`src/rtl/vga_pkg.sv`:
```
// Shared timing constants and colour-bar helpers for the VGA raster path.
// Defaults describe 640x480@60 driven from a 100 MHz system clock (divide by 4).
// No ports: the package provides localparams and the bar_rgb() colour lookup.
package vga_pkg;

  // 640x480@60 timing (pixels / lines)
  localparam int unsigned VgaClkDiv  = 4;
  localparam int unsigned VgaHActive = 640;
  localparam int unsigned VgaHFp     = 16;
  localparam int unsigned VgaHSync   = 96;
  localparam int unsigned VgaHBp     = 48;
  localparam int unsigned VgaVActive = 480;
  localparam int unsigned VgaVFp     = 10;
  localparam int unsigned VgaVSync   = 2;
  localparam int unsigned VgaVBp     = 33;
  localparam int unsigned VgaCw      = 11;

  // Bar colours as {r, g, b}, 4 bits per channel
  localparam logic [11:0] ColWhite   = 12'hFFF;
  localparam logic [11:0] ColYellow  = 12'hFF0;
  localparam logic [11:0] ColCyan    = 12'h0FF;
  localparam logic [11:0] ColGreen   = 12'h0F0;
  localparam logic [11:0] ColMagenta = 12'hF0F;
  localparam logic [11:0] ColRed     = 12'hF00;
  localparam logic [11:0] ColBlue    = 12'h00F;
  localparam logic [11:0] ColBlack   = 12'h000;

  // Colour of bar idx, left (0) to right (7)
  function automatic logic [11:0] bar_rgb(input logic [2:0] idx);
    logic [11:0] col;
    col = ColBlack;
    unique case (idx)
      3'd0: col = ColWhite;
      3'd1: col = ColYellow;
      3'd2: col = ColCyan;
      3'd3: col = ColGreen;
      3'd4: col = ColMagenta;
      3'd5: col = ColRed;
      3'd6: col = ColBlue;
      3'd7: col = ColBlack;
      default: col = ColBlack;
    endcase
    return col;
  endfunction

endpackage

```
`src/rtl/clk_en_div.sv`:
```
// Pixel clock-enable divider. Counts 0..DIV-1 and asserts tick (combinationally)
// while the count sits at DIV-1, so the tick edge is the one that wraps the count.
// DIV=1 leaves the counter at 0 and tick permanently high.
// Ports:
//   clk   - system clock
//   rst_n - synchronous active-low reset (count returns to 0)
//   tick  - high during the clock whose rising edge is a pixel step
module clk_en_div #(
  parameter int unsigned DIV = 4
) (
  input  logic clk,
  input  logic rst_n,
  output logic tick
);

  localparam int unsigned DW = (DIV > 1) ? $clog2(DIV) : 1;
  localparam logic [DW-1:0] DivLast = DW'(DIV - 1);

  logic [DW-1:0] div_q;

  assign tick = (div_q == DivLast);

  always_ff @(posedge clk) begin
    if (!rst_n) begin
      div_q <= '0;
    end else if (tick) begin
      div_q <= '0;
    end else begin
      div_q <= div_q + DW'(1);
    end
  end

endmodule

```
`src/rtl/vga_timing_gen.sv`:
```
// Parametrised VGA raster timing generator.
// A clk_en_div instance produces the pixel step; on each step the h/v counters
// advance and every output is re-registered from the new h/v values, so outputs
// change together one clock after the step edge and hold until the next step.
// Optional build macro: VGA_TEST_PATTERN_EN adds r/g/b outputs carrying eight
// vertical colour bars over the visible area.
// Ports:
//   clk, rst_n          - system clock, synchronous active-low reset
//   hsync, vsync        - sync pins, asserted level HS_POL / VS_POL
//   pix_en              - one-clk strobe: new position presented
//   active              - position inside the visible area
//   x, y                - raw h/v counts (including blanking)
//   line_start          - pix_en strobe when x wraps to 0
//   frame_start         - pix_en strobe at x=0, y=0
//   r, g, b             - test pattern colour (VGA_TEST_PATTERN_EN only)
module vga_timing_gen
  import vga_pkg::*;
#(
  parameter int unsigned CLK_DIV  = VgaClkDiv,
  parameter int unsigned H_ACTIVE = VgaHActive,
  parameter int unsigned H_FP     = VgaHFp,
  parameter int unsigned H_SYNC   = VgaHSync,
  parameter int unsigned H_BP     = VgaHBp,
  parameter int unsigned V_ACTIVE = VgaVActive,
  parameter int unsigned V_FP     = VgaVFp,
  parameter int unsigned V_SYNC   = VgaVSync,
  parameter int unsigned V_BP     = VgaVBp,
  parameter bit          HS_POL   = 1'b0,
  parameter bit          VS_POL   = 1'b0,
  parameter int unsigned CW       = VgaCw
) (
  input  logic          clk,
  input  logic          rst_n,
  output logic          hsync,
  output logic          vsync,
  output logic          pix_en,
  output logic          active,
  output logic [CW-1:0] x,
  output logic [CW-1:0] y,
  output logic          line_start,
  output logic          frame_start
`ifdef VGA_TEST_PATTERN_EN
  ,
  output logic [3:0]    r,
  output logic [3:0]    g,
  output logic [3:0]    b
`endif
);

  localparam int unsigned H_TOTAL = H_ACTIVE + H_FP + H_SYNC + H_BP;
  localparam int unsigned V_TOTAL = V_ACTIVE + V_FP + V_SYNC + V_BP;

  localparam logic [CW-1:0] HLast    = CW'(H_TOTAL - 1);
  localparam logic [CW-1:0] VLast    = CW'(V_TOTAL - 1);
  localparam logic [CW-1:0] HActive  = CW'(H_ACTIVE);
  localparam logic [CW-1:0] VActive  = CW'(V_ACTIVE);
  localparam logic [CW-1:0] HsStart  = CW'(H_ACTIVE + H_FP);
  localparam logic [CW-1:0] HsEnd    = CW'(H_ACTIVE + H_FP + H_SYNC);
  localparam logic [CW-1:0] VsStart  = CW'(V_ACTIVE + V_FP);
  localparam logic [CW-1:0] VsEnd    = CW'(V_ACTIVE + V_FP + V_SYNC);

  logic tick;

  clk_en_div #(
    .DIV (CLK_DIV)
  ) u_clk_en_div (
    .clk   (clk),
    .rst_n (rst_n),
    .tick  (tick)
  );

  logic [CW-1:0] h_q, h_d, v_q, v_d;
  logic          hsync_q, hsync_d;
  logic          vsync_q, vsync_d;
  logic          active_q, active_d;
  logic          pix_en_q, line_start_q, frame_start_q;
  logic          h_wrap;

  // Next position and its decode; only committed on a tick edge.
  always_comb begin
    h_wrap   = (h_q == HLast);
    h_d      = h_wrap ? '0 : h_q + CW'(1);
    v_d      = v_q;
    if (h_wrap) begin
      v_d = (v_q == VLast) ? '0 : v_q + CW'(1);
    end
    hsync_d  = ((h_d >= HsStart) && (h_d < HsEnd)) ? HS_POL : ~HS_POL;
    vsync_d  = ((v_d >= VsStart) && (v_d < VsEnd)) ? VS_POL : ~VS_POL;
    active_d = (h_d < HActive) && (v_d < VActive);
  end

  always_ff @(posedge clk) begin
    if (!rst_n) begin
      h_q           <= HLast;
      v_q           <= VLast;
      hsync_q       <= ~HS_POL;
      vsync_q       <= ~VS_POL;
      active_q      <= 1'b0;
      pix_en_q      <= 1'b0;
      line_start_q  <= 1'b0;
      frame_start_q <= 1'b0;
    end else if (tick) begin
      h_q           <= h_d;
      v_q           <= v_d;
      hsync_q       <= hsync_d;
      vsync_q       <= vsync_d;
      active_q      <= active_d;
      pix_en_q      <= 1'b1;
      line_start_q  <= (h_d == '0);
      frame_start_q <= (h_d == '0) && (v_d == '0);
    end else begin
      pix_en_q      <= 1'b0;
      line_start_q  <= 1'b0;
      frame_start_q <= 1'b0;
    end
  end

  assign hsync       = hsync_q;
  assign vsync       = vsync_q;
  assign active      = active_q;
  assign pix_en      = pix_en_q;
  assign line_start  = line_start_q;
  assign frame_start = frame_start_q;
  assign x           = h_q;
  assign y           = v_q;

`ifdef VGA_TEST_PATTERN_EN
  // Bars are H_ACTIVE/8 wide; any remainder pixels fold into the last bar.
  localparam int unsigned BarW = (H_ACTIVE / 8 > 0) ? H_ACTIVE / 8 : 1;

  logic [CW-1:0] bar_idx;
  logic [2:0]    bar_sel;
  logic [11:0]   rgb_d, rgb_q;

  always_comb begin
    bar_idx = h_d / CW'(BarW);
    bar_sel = (bar_idx > CW'(7)) ? 3'd7 : bar_idx[2:0];
    rgb_d   = active_d ? bar_rgb(bar_sel) : 12'h000;
  end

  always_ff @(posedge clk) begin
    if (!rst_n) begin
      rgb_q <= 12'h000;
    end else if (tick) begin
      rgb_q <= rgb_d;
    end
  end

  assign r = rgb_q[11:8];
  assign g = rgb_q[7:4];
  assign b = rgb_q[3:0];
`endif

endmodule

```
`config.mk`:
```
export PLATFORM = sky130hd
export DESIGN_NAME = vga_timing_gen
export DESIGN_NICKNAME = d
export VERILOG_FILES = /design/src/rtl/vga_pkg.sv /design/src/rtl/clk_en_div.sv /design/src/rtl/vga_timing_gen.sv
export SDC_FILE = /design/constraint.sdc
export NUM_CORES = 1
export LEC_CHECK = 0
export CORE_UTILIZATION = 54
export CTS_BUF_LIST = sky130_fd_sc_hd__clkbuf_4 sky130_fd_sc_hd__clkbuf_8 sky130_fd_sc_hd__clkbuf_16
export CTS_CLUSTER_DIAMETER = 80
export CTS_CLUSTER_SIZE = 8
export DETAILED_ROUTE_END_ITERATION = 7
export PLACE_DENSITY = 0.79
export RECOVER_POWER = 100
export SLEW_MARGIN = 25
export SYNTH_ARGS = -nofsm -noshare
export SYNTH_HDL_FRONTEND = slang
export SYNTH_SLANG_ARGS = --single-unit
```
`constraint.sdc`:
```
create_clock -name clk -period 2.8 [get_ports clk]
set_clock_uncertainty 0.1 [all_clocks]
set_input_delay 0.56 -clock clk [delete_from_list [all_inputs] [get_ports clk]]
set_output_delay 0.56 -clock clk [all_outputs]
set_load 0.03 [all_outputs]
```
==> results.md, run 1 <==
- Total GRT Usage: 26.6%
- #FFs+latches synth: 30
- CTS Buf Count: 5
- Critical path peak fanout: 9
- Initial antenna violation count: 0
- CP max-delay cell: dfxtp_1
- Layout cells sized above 1: 8.90%
- Post-route insts no fill: 329
- Routed length per placed instance: 14.8 um
- Clk_lat worst skew: 290 ps
- Vias post-DR: 1,948
- Initial Util: 56.3%
- Number of global-route vias before repair: 1,803
- Hold Crit Class: reg2reg
- Most common cell after layout, fill and taps aside: nand2_1
- Logic pwr share: 30.3%
- Status: completed
- Utilization after layout: 65.2%
- Worst EP arrival: 2670 ps
- Clock transition at the registers of the reported paths: 60 ps
- Final hold vios: 0
- Asr flop ratio synth: 0%
- Iteration-0 DRC Markers: 154
- RSZ-0062 raised after global routing: false
- Max-cap viol count: 0
- First-pass GRT wire length: 8380 um
- Ports: 30
- Num rows: 22
- Setup violators final: 0
- Port bufs: 29
- Clock tree buffer depth: 2
- Area of the multi-input gates: 0.00128 mm2
- Syn nets: 264
- Synthesis Warnings: 0
- Register area: 601 um2
- Clock network fraction of design power: 29.8%
- HPWL Detailed: 3410 um
- CP required: 2900 ps
- Slew margin rel.: 31.4%
- Pwr dens: 493 mW/mm2
- Vias per inst: 5.92
- H-tree depth: 2
- Switching Share: 34.7%
- EDFF count, synth: 0
- Syn-to-layout area delta: 15.8%
- Most frequent cells in the layout: nand2_1, dfxtp_1, dlygate4sd3_1
- FILL cells: 318
- Core Area: 0.00366 mm2
- Synth cell types: 57
- Clk sinks: 30
- Dpl cells: 322
- Net switching power figure: 0.408 mW
- Post-CTS setup buffers: 0
- Clock root buffer: clkbuf_8
- Worst-path cell chain: ha_1 -> and4_1 -> and2_0 -> and3_1 -> mux2i_2 -> nor4_4 -> nor4b_2
- DR pass1 iterations: 4
- Post-synthesis sequential area ratio: 29.1%
- Largest net degree at the start of global routing: 26
- Leakage Power: 0.930 nW
- Diode count: 0
- Fin Setup TNS: 0 ps
- Remaining Overflow, GRT: 0
- Placement Cell Area: 0.00232 mm2
- Die area: 0.00407 mm2
- Crit. End Element: register
- Residual DRC: 0
- Fin crit period: 2570 ps
- Final Instance Area: 0.00239 mm2
- Syn Inst Count: 258
- Final worst-path cycle share: 91.8%
- Fmax: 389 MHz
- Worst-Margin Slew: 1030 ps
- TritonCTS clock tree: yes
- Share of power burned in registers: 39.9%
- Final Max Tran Viols: 0
- Detailed Route WL: 4870 um
- Worst vdd ir: 0.285 mV
- Post-synth top flop: dfxtp_1
- DRT antenna net count: 0
- Total chip power: 1.18 mW
- Critical path startpoint category: register
- Placer Congestion: 0.895
- CP max stage delay: 460 ps
- Synth Area per Inst: 7.99 um2
- Setup Crit Path Kind: reg2reg
- Nets: 287
- Die height: 63.8 um
- Die Wd: 63.8 um
- Power Internal: 0.769 mW
- Mapped Area: 0.00206 mm2
[timing repair]
action,CTS,global route
hold buffers,0,0
resized for setup,0,1
endpoints found under the setup margin,0,4
[cell usage after synthesis, types with 5 or more instances]
cell / n / area (um2)
inv_1: 8 / 30.0
nand3_1: 7 / 35.0
xnor2_1: 9 / 78.8
nand4_1: 5 / 31.3
nor2_1: 17 / 63.8
clkbuf_1: 7 / 26.3
nand2_1: 36 / 135
xor2_1: 5 / 43.8
and2_1: 11 / 68.8
a31oi_1: 7 / 43.8
a21boi_0: 6 / 45.0
a21oi_1: 11 / 55.1
dfxtp_1: 30 / 601
and3_1: 6 / 37.5
o21ai_0: 15 / 75.1
[final timing paths]
path,start,to,slack [ps],cells past startpoint
hold / removal,u_clk_en_div.div_q[0]$_SDFF_PP0_,u_clk_en_div.div_q[0]$_SDFF_PP0_,320,1
hold reg to reg,u_clk_en_div.div_q[0]$_SDFF_PP0_,u_clk_en_div.div_q[0]$_SDFF_PP0_,320,1
setup / recovery,x[0]$_SDFFE_PN1P_,frame_start$_SDFF_PN0_,230,7
setup reg to reg,x[0]$_SDFFE_PN1P_,frame_start$_SDFF_PN0_,230,7
[cell type report]
| class | count | area share (%) |
|---|---|---|
| multi-input cells | 200 | 53.5 |
| flip-flops and latches | 30 | 25.2 |
| repair buffers | 36 | 14.1 |
| clock buffers | 7 | 3.51 |
| well taps | 48 | 2.52 |
| inverters | 8 | 1.26 |
[power groups by stage]
stage / Clock [mW] / Sequential, mW / Combinational, mW
6_report: 0.351 / 0.469 / 0.357
5_1_grt: 0.368 / 0.472 / 0.393
4_1_cts: 0.355 / 0.470 / 0.359
2_1_floorplan: 0 / 0.493 / 0.297
3_3_place_gp: 0 / 0.477 / 0.352
3_5_place_dp: 0 / 0.478 / 0.357
[per-stage QoR]
stage | hold slack, ps | setup slack (ps)
after global routing | 323 | 12.0
after CTS | 320 | 125
after detailed placement | 311 | 172
after global placement | 312 | 327
after floorplan | 299 | 445
final | 322 | 229
[cells by family after synthesis]
| family | share of synthesized area (%) |
|---|---|
| muxes | 2.12 |
| and+or+nand+nor | 31.1 |
| xor gates and xnor gates | 5.95 |
| AOI/OAI and AO/OA | 20.9 |
| DFF | 29.1 |
| adders and majority gates | 2.43 |
| buffers and inverters | 8.31 |
[per-layer routing]
| metal | vias to the layer above | global-route usage [%] | wire length, um |
|---|---|---|---|
| met5 | - | 0 | 0 |
| met3 | 10 | 6.07 | 352 |
| met4 | 0 | 11.9 | 91 |
| met2 | 81 | 37.4 | 2060 |
| li1 | 974 | - | - |
| met1 | 883 | 38.1 | 2360 |
[worst max-delay path, delay by kind of cell, from the launching register on]
kind	cells	cell delay, ps
flops	1	460
fa+ha+maj	1	320
mux	1	130
simple gates	5	1470
Power figures use the tool's default switching activity.
==> run 2, diff against run 1 <==
- ABC_AREA: not set -> 1
- CORE_UTILIZATION: 54 -> 53
- SETUP_SLACK_MARGIN: not set -> 0.5
==> run 2 against run 1 <==
Net effect: highest routed layer unchanged; register-to-register slack better by 190 ps; non-clock buffer count down 5; critical path depth up 1; core utilization up 1.2 points.
==> results.md, run 2 <==
- Status: completed
- Port bufs: 29 (unchanged)
- First-pass GRT wire length: 7410 um (-12%)
- Clk sinks: 30 (unchanged)
- Synth Area per Inst: 6.74 um2 (-16%)
- Initial antenna violation count: 0 (unchanged)
- Synthesis Warnings: 0 (unchanged)
- WHS Path Cells: 1 (unchanged)
- Die Wd: 61.7 um (-3.3%)
- Remaining Overflow, GRT: 0 (unchanged)
- Die area: 0.00380 mm2 (-6.6%)
- R2r endpoint: frame_start$_SDFF_PN0_
- Number of global-route vias before repair: 1,606 (-11%)
- CTS Buf Count: 5 (unchanged)
- Final Max Tran Viols: 0 (unchanged)
- #FFs+latches synth: 30 (unchanged)
- Layout cells sized above 1: 9.29% (+0.40 points)
- Die height: 61.7 um (-3.3%)
- Area of the multi-input gates: 0.00109 mm2 (-15%)
- Final worst-path cycle share: 85.0% (-6.9 points)
- Most common cell after layout, fill and taps aside: nand2_1
- Routed length per placed instance: 13.1 um (-12%)
- Clk_lat worst skew: 330 ps (+40 ps)
- Hold Crit Class: reg2reg
- Num rows: 21 (-4.5%)
- Worst-Margin Slew: 866 ps (-163 ps)
- HPWL Detailed: 3540 um (+3.7%)
- Cell with the most instances after synthesis: nand2_1
- EDFF count, synth: 0 (unchanged)
- Ports: 30 (unchanged)
- Iteration-0 DRC Markers: 181 (+18%)
- Hold WS: 326 ps (+3.69 ps)
- Met1 usage: 38.7% (+0.64 points)
- RSZ-0062 raised after global routing: false
- Synth area leaders: dfxtp_1, nand2_1, nand3_1
- Setup violators final: 0 (unchanged)
- Slew margin rel.: 42.3% (+11 points)
- Most frequent cells in the layout: nand2_1, inv_1, nor2_1
- Syn nets: 286 (+8.3%)
- Fmax: 420 MHz (+8.1%)
- Largest net degree at the start of global routing: 20 (-23%)
- Fin crit period: 2380 ps (-192 ps)
- Leakage Power: 1.06 nW (+14%)
- Worst R2R Setup Slack: 420 ps (+190 ps)
- Vias per inst: 5.42 (-8.5%)
- Nets: 317 (+10%)
- Vias post-DR: 1,939 (-0.46%)
- Asr flop ratio synth: 0% (unchanged)
- Met2 GRT Util: 40.4% (+3.0 points)
- Synth top cells by count: nand2_1, inv_1, dfxtp_1, nor2_1, nand3_1
- Utilization after layout: 66.4% (+1.2 points)
- Clock transition at the registers of the reported paths: 100 ps (+40 ps)
- Most used routing layer: met2
- Fin Setup TNS: 0 ps (unchanged)
- Total GRT Usage: 26.9% (+0.38 points)
- Yosys top cell by area: dfxtp_1
- Register area: 601 um2 (unchanged)
- Critical path startpoint category: register
- Core Area: 0.00336 mm2 (-8.1%)
- DR pass1 iterations: 5 (+1)
- Final hold vios: 0 (unchanged)
- H-tree depth: 2 (unchanged)
- TritonCTS clock tree: yes
- FILL cells: 349 (+9.7%)
- RR Startpoint: x[0]$_SDFFE_PN1P_
- Synth cell types: 34 (-40%)
- CP required: 2970 ps (+70 ps)
- Worst vdd ir: 0.398 mV (+40%)
- Crit. End Element: register
- Synth top area share: 31.8% (+2.7 points)
- Hold Startpoint: u_clk_en_div.div_q[0]$_SDFF_PP0_
- Initial Util: 56.1% (-0.22 points)
- Mapped Area: 0.00189 mm2 (-8.5%)
- DRT antenna net count: 0 (unchanged)
- Placer Congestion: 0.924 (+3.2%)
- GR Util met3: 5.25% (-0.82 points)
- Post-synth top flop: dfxtp_1
- Residual DRC: 0 (unchanged)
- Max-cap viol count: 0 (unchanged)
- Pwr dens: 584 mW/mm2 (+18%)
- Diode count: 0 (unchanged)
- Worst Hold End: u_clk_en_div.div_q[0]$_SDFF_PP0_
- Syn Inst Count: 280 (+8.5%)
- Clock root buffer: clkbuf_4
- Worst EP arrival: 2540 ps (-130 ps)
- Register-to-Register Path Depth: 8 (+1)
- Post-synthesis sequential area ratio: 31.8% (+2.7 points)
- Clock tree buffer depth: 2 (unchanged)
- Syn-to-layout area delta: 18.4%
- Critical path peak fanout: 9 (unchanged)
- Total chip power: 1.30 mW (+11%)
- Setup Crit Path Kind: reg2reg
- Detailed Route WL: 4680 um (-3.9%)
==> run 2: area by class of cell <==
type / count / share of cell area, %
inverters: 37 / 6.22
well taps: 46 / 2.58
multi-input cells: 206 / 48.7
repair buffers: 31 / 12.8
clock inverters: 2 / 0.560
flip-flops and latches: 30 / 26.9
clock buffers: 6 / 2.30
==> run 2: how the worst max path moves through the flow <==
stage	start	end	slack, ps
after floorplan	x[0]$_SDFFE_PN1P_	vsync$_SDFFE_PN1P_	710
after global placement	rst_n	frame_start$_SDFF_PN0_	590
after detailed placement	rst_n	frame_start$_SDFF_PN0_	480
after CTS	x[5]$_SDFFE_PN0P_	x[5]	520
after global routing	x[0]$_SDFFE_PN1P_	active$_SDFFE_PN0P_	290
final	x[0]$_SDFFE_PN1P_	frame_start$_SDFF_PN0_	420
==> run 2: cells by family after synthesis <==
| group | Yosys count | synth area share (%) |
|---|---|---|
| AND/OR/NAND/NOR | 163 | 42.0 |
| buffers and inverters | 44 | 9.62 |
| AO/OA/AOI/OAI | 35 | 11.6 |
| flip-flops | 30 | 31.8 |
| XOR/XNOR | 4 | 2.26 |
| adder cells (fa/ha/maj) | 4 | 2.65 |
==> run 2: timing repair <==
action	4_1_cts	5_1_grt
setup endpoints to repair	0	8
hold buffers	0	0
gates resized for setup	0	4
setup buffers	0	0
==> run 2: worst max-delay path, cell delays in order, from the launching register on <==
cell     delay, ps
dfxtp_1        540
ha_1           310
nand3_1        130
nor2_1         320
nand3_2        110
nor2_1         130
xor2_1         360
nand4_1        190
nor3_2         120
==> run 2: layer usage <==
metal | up-vias | part of all wire (%)
met1 | 865 | 47
met2 | 76 | 45
met4 | 0 | 1.4
met5 | - | 0
met3 | 7 | 7.1
li1 | 991 | -
==> run 2: metrics by stage <==
stage | instance area [um2] | instances | setup slack [ps]
5_1_grt | 2230 | 358 | 291
2_1_floorplan | 1890 | 280 | 707
4_1_cts | 2270 | 358 | 519
3_5_place_dp | 2210 | 350 | 483
6_report | 2230 | 358 | 421
3_3_place_gp | 2210 | 350 | 590
==> run 2: where the power goes <==
part           internal (mW)  switching, mW  total, mW
registers              0.447         0.0275      0.475
logic                  0.170          0.377      0.547
clock network          0.121          0.161      0.282
==> run 3, diff against run 2 <==
- clock period: 2.8 -> 2.5 ns (I/O delays scaled with it)
==> run 3 against run 2 <==
Net effect: power up 17%; combinational power rose by 22%; clock power rose by 16%; non-clock buffer count up 6; critical path type unchanged; count of clock-buffer cells in the layout unchanged.
==> results.md, run 3 (same netlist as run 2, synthesis figures left out) <==
- Net switching power figure: 0.672 mW (+19%)
- Slew margin rel.: 50.8% (+8.5 points)
- RSZ-0062 raised after global routing: true
- Nets: 323 (+1.9%)
- Die height: 61.7 um (unchanged)
- Setup Crit Path Kind: reg2reg
- Clock network fraction of design power: 21.4% (-0.2 points)
- Final hold vios: 0 (unchanged)
- Initial Util: 56.1% (unchanged)
- Power Internal: 0.856 mW (+16%)
- Fmax: 464 MHz (+10%)
- Share of power burned in registers: 34.9% (-1.5 points)
- Crit. End Element: register
- Placer Congestion: 0.942 (+1.9%)
- Max-cap viol count: 0 (unchanged)
- Switching Share: 44.0% (+0.58 points)
- CP required: 2660 ps (-310 ps)
- CTS Buf Count: 5 (unchanged)
- TritonCTS clock tree: yes
- Worst-Margin Slew: 738 ps (-127 ps)
- R2r endpoint: frame_start$_SDFF_PN0_
- Worst Hold End: u_clk_en_div.div_q[0]$_SDFF_PP0_
- DR pass1 iterations: 5 (unchanged)
- Worst EP arrival: 2310 ps (-230 ps)
- Total chip power: 1.53 mW (+17%)
- Leakage Power: 1.12 nW (+6.1%)
- Hold Crit Class: reg2reg
- Status: completed
- Hold Startpoint: u_clk_en_div.div_q[0]$_SDFF_PP0_
- Setup violators final: 0 (unchanged)
- Clk sinks: 30 (unchanged)
- Routed length per placed instance: 14.4 um (+10%)
- Pwr dens: 653 mW/mm2 (+12%)
- Fin crit period: 2150 ps (-225 ps)
- Diode count: 0 (unchanged)
- Initial antenna violation count: 0 (unchanged)
- Residual DRC: 0 (unchanged)
- DRT antenna net count: 0 (unchanged)
- Vias per inst: 5.58 (+3.1%)
- Critical path startpoint category: register
- Final worst-path cycle share: 86.2% (+1.2 points)
- Num rows: 21 (unchanged)
- Critical path peak fanout: 5 (-4)
- Core Area: 0.00336 mm2 (unchanged)
- Largest net degree at the start of global routing: 19 (-5.0%)
- WHS Path Cells: 1 (unchanged)
- Remaining Overflow, GRT: 0 (unchanged)
- Die Wd: 61.7 um (unchanged)
- Ports: 30 (unchanged)
- FILL cells: 318 (-8.9%)
- Iteration-0 DRC Markers: 186 (+2.8%)
- Total GRT Usage: 30.0% (+3.1 points)
- RR Startpoint: x[1]$_SDFFE_PN1P_
- Register-to-Register Path Depth: 8 (unchanged)
- Most frequent cells in the layout: nand2_1, inv_1, nand3_1
- First-pass GRT wire length: 8210 um (+11%)
- Worst R2R Setup Slack: 350 ps (-70 ps)
- HPWL Detailed: 3700 um (+4.6%)
- Final Max Tran Viols: 0 (unchanged)
- Clock root buffer: clkbuf_4
- H-tree depth: 2 (unchanged)
- Clock transition at the registers of the reported paths: 100 ps (about the same)
- Clock tree buffer depth: 2 (unchanged)
- Die area: 0.00380 mm2 (unchanged)
- Detailed Route WL: 5230 um (+12%)
- Fin Setup TNS: 0 ps (unchanged)
- Vias post-DR: 2,032 (+4.8%)
- Layout cells sized above 1: 16.4% (+7.1 points)
- Port bufs: 29 (unchanged)
- Cts hold-fix bufs: 0 (unchanged)
- Clk_lat worst skew: 350 ps (+20 ps)
- Most common cell after layout, fill and taps aside: nand2_1
- Syn-to-layout area delta: 23.9%
- Number of global-route vias before repair: 1,788 (+11%)
- Worst vdd ir: 0.445 mV (+12%)
- Logic pwr share: 43.7% (+1.7 points)
-- run 3: worst max-delay path, cell delays in order, from the launching register on --
cell and delay [ps]:
dfxtp_2 400, ha_4 180, nand3_2 90, nor2_1 380, nand3_2 170, nor2_4 170, xor2_4 200, nand4_1 200
nor3_2 180
-- run 3: per-layer routing --
metal	vias to the layer above	routed length [um]	global-route usage [%]
met5	-	0	0
met4	0	71	10.5
met3	8	428	9.03
met2	99	2420	44.1
met1	926	2320	41.7
li1	999	-	-
-- run 3: worst max path at each step --
stage	from	endpoint	slack (ps)	cells past startpoint
CTS	x[0]$_SDFFE_PN1P_	frame_start$_SDFF_PN0_	470	8
floorplan	y[1]$_SDFFE_PN0P_	vsync$_SDFFE_PN1P_	560	12
global placement	x[0]$_SDFFE_PN1P_	frame_start$_SDFF_PN0_	360	8
global route	x[1]$_SDFFE_PN1P_	frame_start$_SDFF_PN0_	210	9
finish	x[1]$_SDFFE_PN1P_	frame_start$_SDFF_PN0_	350	8
detailed placement	x[0]$_SDFFE_PN1P_	frame_start$_SDFF_PN0_	310	8
-- run 3: final cells by class --
| class | count | area (um2) | area share [%] |
|---|---|---|---|
| clock inverters | 2 | 12.5 | 0.535 |
| flip-flops and latches | 30 | 608 | 26.0 |
| well taps | 46 | 57.6 | 2.46 |
| repair buffers | 37 | 310 | 13.3 |
| inverters | 37 | 139 | 5.94 |
| multi-input cells | 206 | 1160 | 49.6 |
| clock buffers | 6 | 51.3 | 2.19 |
-- run 3: timing repair --
| action | in CTS | in global routing |
|---|---|---|
| buffers inserted | 3 | 3 |
| pin swaps | 4 | 3 |
| gates resized for setup | 27 | 18 |
| endpoints found under the hold margin | 0 | 0 |
| setup endpoints to repair | 26 | 11 |
-- run 3: power by group through the flow --
stage	registers, mW	clock network (mW)	logic, mW
after floorplan	0.568	0	0.453
after global placement	0.543	0	0.612
after detailed placement	0.543	0	0.619
after CTS	0.532	0.327	0.634
after global routing	0.538	0.350	0.729
final	0.534	0.327	0.667
-- run 3: metrics by stage --
stage | utilization [%] | setup slack (ps) | area, um2 | hold slack (ps) | std cells
after floorplan | - | 562 | 1890 | 299 | 280
after global routing | 69.5 | 211 | 2340 | 376 | 364
after detailed placement | 65.7 | 309 | 2210 | 321 | 350
after global placement | 65.7 | 359 | 2210 | 313 | 350
final | 69.5 | 346 | 2340 | 329 | 364
after CTS | 68.2 | 474 | 2290 | 336 | 361
